<file path="src/rtl/mdu_pipe_ctrl.sv">
// rtl/mdu_pipe_ctrl.sv - HI/LO multiply/divide sequencer for the EXE stage
//
// Launches the external pipelined multiplier or the iterative divider for the
// MDU op held in the EXE pipeline register. It holds the front of the pipeline
// with MDU_Busy until the result is available, then writes HI/LO exactly once.
// An EXE flush aborts the operation and drains the unit.
//
// Ports:
//   clk, rst          clock (rising edge), asynchronous active-low reset
//   EXE_MDUOp         0 none, 1 MULT, 2 MULTU, 3 DIV, 4 DIVU, 5 MTHI, 6 MTLO, 7 none
//   EXE_Flush         EXE stage is being flushed this cycle
//   Ext_Stall         pipeline held by another source
//   EXE_BusA/B        rs/rt operands; these are routed straight to the units
//   Mul_Start/Signed  multiplier launch pulse and signedness
//   Mul_Result        product, valid MUL_LAT cycles after Mul_Start
//   Div_Start/Signed  divider launch pulse and signedness
//   Div_Abort         divider cancel pulse
//   Div_Done/Quot/Rem divider completion pulse and results
//   MDU_Busy          stall request to IF/ID/EXE
//   HI_Wr/LO_Wr       HI/LO write enables
//   HI_Data/LO_Data   HI/LO write data

module mdu_pipe_ctrl #(
    parameter int MUL_LAT = 3
) (
    input  logic        clk,
    input  logic        rst,
    input  logic [2:0]  EXE_MDUOp,
    input  logic        EXE_Flush,
    input  logic        Ext_Stall,
    input  logic [31:0] EXE_BusA,
    input  logic [31:0] EXE_BusB,
    output logic        Mul_Start,
    output logic        Mul_Signed,
    input  logic [63:0] Mul_Result,
    output logic        Div_Start,
    output logic        Div_Signed,
    output logic        Div_Abort,
    input  logic        Div_Done,
    input  logic [31:0] Div_Quot,
    input  logic [31:0] Div_Rem,
    output logic        MDU_Busy,
    output logic        HI_Wr,
    output logic        LO_Wr,
    output logic [31:0] HI_Data,
    output logic [31:0] LO_Data
);

    typedef enum logic [2:0] {
        S_IDLE     = 3'd0,
        S_MUL_WAIT = 3'd1,
        S_DIV_WAIT = 3'd2,
        S_DONE     = 3'd3,
        S_DRAIN    = 3'd4
    } state_t;

    localparam logic [3:0] MUL_LAT_C = 4'(MUL_LAT);

    state_t      state, state_nxt;
    logic [3:0]  cnt, cnt_nxt;
    logic [31:0] hi_q, hi_nxt;
    logic [31:0] lo_q, lo_nxt;
    logic        written, written_nxt;

    logic op_mul, op_div, op_mthi, op_mtlo;
    logic launch_req, div_zero;

    assign op_mul     = (EXE_MDUOp == 3'd1) || (EXE_MDUOp == 3'd2);
    assign op_div     = (EXE_MDUOp == 3'd3) || (EXE_MDUOp == 3'd4);
    assign op_mthi    = (EXE_MDUOp == 3'd5);
    assign op_mtlo    = (EXE_MDUOp == 3'd6);
    assign launch_req = (op_mul || op_div) && !EXE_Flush;
    assign div_zero   = (EXE_BusB == 32'd0);

    assign Mul_Signed = (EXE_MDUOp == 3'd1);
    assign Div_Signed = (EXE_MDUOp == 3'd3);

    // State and datapath registers
    always_ff @(posedge clk or negedge rst) begin
        if (!rst) begin
            state   <= S_IDLE;
            cnt     <= 4'd0;
            hi_q    <= 32'd0;
            lo_q    <= 32'd0;
            written <= 1'b0;
        end else begin
            state   <= state_nxt;
            cnt     <= cnt_nxt;
            hi_q    <= hi_nxt;
            lo_q    <= lo_nxt;
            written <= written_nxt;
        end
    end

    // Next-state logic; a flush overrides every other decision.
    always_comb begin
        state_nxt   = state;
        cnt_nxt     = cnt;
        hi_nxt      = hi_q;
        lo_nxt      = lo_q;
        written_nxt = written;
        case (state)
            S_IDLE: begin
                if (launch_req && op_mul) begin
                    state_nxt = S_MUL_WAIT;
                    cnt_nxt   = 4'd1;
                end else if (launch_req && op_div && !div_zero) begin
                    state_nxt = S_DIV_WAIT;
                end
            end
            S_MUL_WAIT: begin
                if (EXE_Flush) begin
                    // The product still emerges from the multiplier but is never latched.
                    state_nxt = S_DRAIN;
                    cnt_nxt   = 4'd0;
                end else if (cnt == MUL_LAT_C) begin
                    hi_nxt    = Mul_Result[63:32];
                    lo_nxt    = Mul_Result[31:0];
                    cnt_nxt   = 4'd0;
                    state_nxt = S_DONE;
                end else begin
                    cnt_nxt = cnt + 4'd1;
                end
            end
            S_DIV_WAIT: begin
                if (EXE_Flush) begin
                    state_nxt = S_DRAIN;
                end else if (Div_Done) begin
                    hi_nxt    = Div_Rem;
                    lo_nxt    = Div_Quot;
                    state_nxt = S_DONE;
                end
            end
            S_DONE: begin
                if (EXE_Flush || !Ext_Stall) begin
                    state_nxt   = S_IDLE;
                    written_nxt = 1'b0;
                end else begin
                    // Held by another stall source: remember the write already happened.
                    written_nxt = 1'b1;
                end
            end
            S_DRAIN: begin
                state_nxt = S_IDLE;
            end
            default: begin
                state_nxt = S_IDLE;
            end
        endcase
    end

    // Output logic; everything is forced quiet while reset is asserted.
    always_comb begin
        Mul_Start = 1'b0;
        Div_Start = 1'b0;
        Div_Abort = 1'b0;
        MDU_Busy  = 1'b0;
        HI_Wr     = 1'b0;
        LO_Wr     = 1'b0;
        HI_Data   = hi_q;
        LO_Data   = lo_q;
        if (rst) begin
            case (state)
                S_IDLE: begin
                    if (launch_req && op_mul) begin
                        Mul_Start = 1'b1;
                        MDU_Busy  = 1'b1;
                    end else if (launch_req && op_div && !div_zero) begin
                        Div_Start = 1'b1;
                        MDU_Busy  = 1'b1;
                    end else if (!EXE_Flush && op_mthi) begin
                        HI_Wr   = 1'b1;
                        HI_Data = EXE_BusA;
                    end else if (!EXE_Flush && op_mtlo) begin
                        LO_Wr   = 1'b1;
                        LO_Data = EXE_BusA;
                    end
                end
                S_MUL_WAIT: begin
                    MDU_Busy = !EXE_Flush;
                end
                S_DIV_WAIT: begin
                    // A Div_Done coinciding with the flush is dropped along with the op.
                    MDU_Busy  = !EXE_Flush;
                    Div_Abort = EXE_Flush;
                end
                S_DONE: begin
                    HI_Wr = !written && !EXE_Flush;
                    LO_Wr = !written && !EXE_Flush;
                end
                S_DRAIN: begin
                    // Hold a new request for one cycle; it launches from IDLE next cycle.
                    MDU_Busy = launch_req;
                end
                default: begin
                    MDU_Busy = 1'b0;
                end
            endcase
        end
    end

endmodule
</file>
<file path="config.mk">
export PLATFORM = sky130hd
export DESIGN_NAME = mdu_pipe_ctrl
export DESIGN_NICKNAME = d
export VERILOG_FILES = /design/src/rtl/mdu_pipe_ctrl.sv
export SDC_FILE = /design/constraint.sdc
export NUM_CORES = 1
export LEC_CHECK = 0
export ABC_AREA = 1
export CAP_MARGIN = 10
export CORE_ASPECT_RATIO = 1.25
export CORE_MARGIN = 5
export CORE_UTILIZATION = 35
export CTS_BUF_LIST = sky130_fd_sc_hd__clkbuf_4 sky130_fd_sc_hd__clkbuf_8
export CTS_CLUSTER_DIAMETER = 80
export DETAILED_ROUTE_END_ITERATION = 8
export GPL_TIMING_DRIVEN = 0
export PLACE_DENSITY_LB_ADDON = 0.08
export SLEW_MARGIN = 20
export SYNTH_ARGS = -nofsm -noshare
export SYNTH_HDL_FRONTEND = slang
export SYNTH_SLANG_ARGS = --single-unit
</file>
<file path="constraint.sdc">
create_clock -name clk -period 1.5 [get_ports clk]
set_clock_uncertainty 0.05 [all_clocks]
set_input_delay 0.15 -clock clk [delete_from_list [all_inputs] [get_ports clk]]
set_output_delay 0.15 -clock clk [all_outputs]
set_load 0.005 [all_outputs]
</file>
== Word-level counts from Yosys, hierarchy flattened ==
Index checks and enable logic that the tools add are counted.
W data, S select, Z words.

* Add/sub/neg operators: 1
* Equality and inequality tests: 20
* Mux-type cells: 57
* Reductions and logical operators: 23

{| class="wikitable"
|+ Operators by type and width
! cell !! count
|-
| $mux W32 || 19
|-
| $pmux W32 S2 || 2
|-
| $logic_not A32 Y1 || 1
|-
| $mux W1 || 21
|-
| $mux W3 || 7
|-
| $eq A3 B2 Y1 const B || 4
|-
| $eq A3 B3 Y1 const B || 4
|-
| $mux W4 || 3
|-
| $ne A2 B2 Y1 const B || 6
|-
| $pmux W3 S4 || 1
|-
| $ne A3 B3 Y1 const B || 3
|-
| $pmux W4 S2 || 1
|-
| $logic_and A1 B1 Y1 || 7
|-
| $eq A3 B1 Y1 const B || 2
|-
| $reduce_and A5 Y1 || 1
|-
| $add A4 B1 Y4 const B || 1
|-
| $eq A4 B2 Y1 const B || 1
|-
| $logic_not A1 Y1 || 4
|-
| $logic_or A1 B1 Y1 || 4
|-
| $pmux W1 S2 || 2
|-
| $reduce_and A4 Y1 || 1
|-
| $reduce_bool A2 Y1 || 2
|-
| $logic_not A3 Y1 || 1
|-
| $pmux W1 S3 || 1
|-
| other kinds (2) || 2
|}

* Input bits: 200
* Bits in registers: 72
* Word-level logic and storage cells: 106
* Output and inout bits: 72

== Longest topological paths before layout ==
* Depth after elaboration: 10
* Gate-level depth with buffers: 10
* Depth with buffers taken out: 10

== Worst setup path before layout ==
Ideal clock, no wire load.

* Kind: register to output
* Start: reg state[1]
* End: out HI_Data[29]
* Setup slack: -0.064 ns
* Arrival time: 1.364 ns
* Required time: 1.300 ns
* Cell stages (with the launch flop): 7
* Path buffers: 1
* Cells stage by stage: dfrtp_1 nor2_1 inv_1 nor2_2 nand3_2 clkbuf_1 o21ai_0

* Cells in the longest elaborated chain, start to end: 3

{| class="wikitable"
|+ RTL lines
! what !! RTL line !! source
|-
| start: declaration || 59 || <nowiki>state_t state, state_nxt;</nowiki>
|-
| start signal: assignment || 87 || <nowiki>state <= state_nxt;</nowiki>
|-
| $logic_not A3 Y1 || 163 || <nowiki>case (state)</nowiki>
|-
| $mux W32 || 163 ||
|-
| $mux W32 || 162 || <nowiki>if (rst) begin</nowiki>
|-
| end: declaration || 45 || <nowiki>output logic [31:0] HI_Data,</nowiki>
|}

No other way between the ends.

== Worst setup path after layout ==
* Start: reg state[1]
* End: out LO_Data[24]

* Cells in the longest elaborated chain, start to end: 3

{| class="wikitable"
|+ RTL lines
! what !! RTL line !! source
|-
| $logic_not A3 Y1 || 163 ||
|-
| $mux W32 || 163 ||
|-
| $mux W32 || 162 ||
|-
| end: declaration || 46 || <nowiki>output logic [31:0] LO_Data</nowiki>
|}

No other way between the ends.

==> flow_metrics.tcl <==
set metrics [dict create \
    power_density_nw_per_um2 1660 \
    synthTopCellsByArea "dfrtp_1 41%, mux2i_1 15%, nor2_1 8.7%, nand2_1 8.5%, o21ai_0 7.9%" \
    stdcell_area_um2 9610 \
    routed.top_layer "met4" \
    slew_headroom_pct 60.2 \
    syn-instance-count 578 \
    cp-end-kind "output port" \
    cp_top_family "buffers and inverters" \
    rsz0062_at_grt "yes" \
    routedWlPerCell_um 21.5 \
    cts_buffer_depth 2 \
    n_fill_cell 796 \
    r2r_setup_slack_ns -0.69 \
    drv_slew 0 \
    cts_tree "done" \
    vias 6045 \
    crit_start "state[1]$_DFFE_PN0P_" \
    p_seq_share_pct 24.9 \
    worstSetupPathDepth 10 \
    yosysTopAreaCell "dfrtp_1" \
    layout.nets 1157 \
    fmax_mhz 439 \
    period_minus_slack_ns 2.28 \
    met1_length_um 8070 \
    path_clk_slew_ns 0.08 \
    crit_required_ns 1.30 \
    port_buffers 271 \
    core_um2 12200 \
    switching_share_pct 43.8 \
    dieArea_um2 14800 \
    syn2layout_area_growth_pct 120 \
    drive_above_1_share_pct 45.4 \
    design.portCount 272 \
    first_iter_violations 385 \
    path_max_fanout 6 \
    synthDistinctLibCells 22 \
    finalHoldViolCount 46 \
    slowest_delay_ns 0.42 \
    die_w_um 110 \
    worst-r2r-cell-count 13 \
    path_cells "nor2_2 > inv_2 > nor2_4 > buf_6 > buf_6 > nand3_4 > clkbuf_16 > nand2_2 > o21ai_1 > buf_2" \
    grtUsageTotal_pct 29.5 \
    worst_path_most_repeated_cell "buf_6" \
    hold_class "input pin to async pin" \
    cts-root-buf "clkbuf_8" \
    place_hpwl_um 14500 \
    clock_latency_ns 0.35 \
    r2r_start "state[1]$_DFFE_PN0P_" \
    synth_top_area_share_pct 41.2 \
    intPower_mw 8.95 \
    p_switching_mw 6.98 \
    grt_overflow_total 0 \
    setup_slack_ns -0.778 \
    cp_slowest_cell "dfrtp_1" \
    violations "hold timing, setup timing" \
    avgSynthCellArea_um2 7.57 \
    wirelength_um 24200 \
    instances_no_fill 1125 \
    antenna_found_initial 0 \
    hold_ws_ns -0.226 \
    yosysWarningCount 0 \
    rows 45 \
    num_antenna_cells 0 \
    fin_crit_sh_pct 152 \
    cts_sinks 72 \
    ir_drop_mv 0.925 \
    pwr-share-clk_pct 10.0 \
    leakagePower_nw 4.45 \
    syn_area_um2 4370 \
    drcViolationCount 0 \
    ant_nets 0 \
    tightest_slew_ns 0.590 \
    die_y_um 135 \
    routabilityCongestion 0.896 \
    p_comb_share_pct 65.1 \
    yosysSeqAreaShare_pct 41.2 \
    routed_via_density 5.37 \
    grt_pass1_wl_um 33400 \
    grt_max_degree 53 \
    dpl.cell_count 1014 \
    maxCapViolCount 0 \
    path_buf_inv 5 \
    cts_inserted_buffers 9 \
    htreeDepth 3 \
    grt_pass1_vias 6319 \
    hold_buffers 3 \
    dpl_cell_area_um2 7350 \
    crit-reg2reg-capture "lo_q[8]$_DFFE_PN0P_" \
    fin_setup_tns_ns -89.43 \
    syn_nets 779 \
    finalSetupViolCount 141 \
    start_util_pct 35.8 \
    worstSetupEndpoint "LO_Data[24]" \
    path_class "flop to output port" \
    wl_met3_um 1970 \
    cp.arrival_ns 2.08 \
    worstSetupStartpointType "flop" \
    dr_wl_met2_um 13000 \
    dr.pass1.iters 4 \
    status "finished with violations" \
    p_total_mw 15.9 \
    ys_ff_latch 72 \
]
==> power by group through the flow <==
stage	Combinational (mW)	Clock (mW)	Sequential, mW
after global routing	10.9	1.67	4.05
after floorplan	3.51	0	3.32
after detailed placement	6.92	0	3.46
final	10.4	1.59	3.96
after global placement	6.78	0	3.43
after CTS	8.95	1.56	3.62
==> repair_timing <==
action	4_1_cts	5_1_grt
pin swaps	18	17
hold endpoints to repair	26	46
gates cloned	18	0
setup buffers	77	19
gates resized for setup	571	223
endpoints found under the setup margin	139	142
==> cell usage after synthesis <==
master,number
buf_2,20
clkbuf_1,12
o21ai_1,2
buf_4,1
a211oi_2,1
xor2_1,1
nand4_1,3
nor2_1,101
nand3_1,5
dfrtp_1,72
ha_1,1
o21ai_0,69
o21a_1,2
nand3_2,3
inv_1,47
inv_2,1
mux2i_1,64
a21oi_1,68
clkinv_1,1
nand2_1,99
nor2_2,1
nor3_1,4
==> metrics by stage <==
step | util, % | setup slack [ns]
after floorplan | - | -0.0259
after global placement | 59.9 | -3.70
after detailed placement | 60.1 | -1.34
after CTS | 74.6 | -0.666
after global routing | 78.7 | -0.856
final | 78.7 | -0.778
==> flip-flops by register name, indices dropped and copies added (netlist names) <==
| name | count |
|---|---|
| lo_q | 32 |
| cnt | 4 |
| written | 1 |
| state | 3 |
| hi_q | 32 |
==> placed cells by master, fill, tap and decap left out, types with 14 or more instances in the layout <==
cell | Yosys | layout
clkdlybuf4s50_1 | 0 | 197
buf_2 | 20 | 72
dfrtp_1 | 72 | 71
a21oi_2 | 0 | 65
mux2i_1 | 64 | 64
nand2_1 | 99 | 59
buf_6 | 0 | 58
nor2_1 | 101 | 44
inv_1 | 47 | 41
nor2_4 | 0 | 41
o21ai_2 | 0 | 36
nand2_2 | 0 | 31
o21ai_1 | 2 | 28
buf_4 | 1 | 27
nor2_2 | 1 | 17
clkbuf_8 | 0 | 14
==> layout make-up <==
class / count / area [um2] / share of cell area [%]
Inverter: 49 / 201 / 2.10
Multi-Input combinational cell: 426 / 3250 / 33.8
Tap cell: 164 / 205 / 2.13
Buffer: 26 / 362 / 3.76
Timing Repair Buffer: 372 / 3600 / 37.4
Sequential cell: 72 / 1800 / 18.8
Clock inverter: 7 / 71.3 / 0.742
Clock buffer: 9 / 124 / 1.29
==> routing by layer <==
metal | up-vias | global-route usage (%)
met2 | 359 | 52.6
met5 | - | 0
met3 | 102 | 5.36
met1 | 2914 | 33.0
li1 | 2670 | -
met4 | 0 | 14.9
==> worst min path at each step <==
stage | slack (ns) | cells after the start | endpoint
after floorplan | -0.20 | 0 | cnt[0]$_DFFE_PN0P_
after CTS | -0.23 | 2 | hi_q[25]$_DFFE_PN0P_
final | -0.23 | 2 | hi_q[25]$_DFFE_PN0P_
after global routing | -0.22 | 2 | cnt[0]$_DFFE_PN0P_
after detailed placement | 0.05 | 1 | hi_q[1]$_DFFE_PN0P_
after global placement | 0.44 | 2 | cnt[1]$_DFFE_PN0P_
==> logic make-up (layout without fill, tap and decap cells) <==
kind of cell,count (synthesis),after routing,synth area share (%)
buffers and inverters,82,463,7.69
muxes,64,64,14.6
DFF,72,72,41.2
xor gates and xnor gates,1,1,0.200
and+or+nand+nor,216,218,19.5
AOI/OAI and AO/OA,142,142,16.5
adders and majority gates,1,1,0.286
Power figures use the tool's default switching activity.
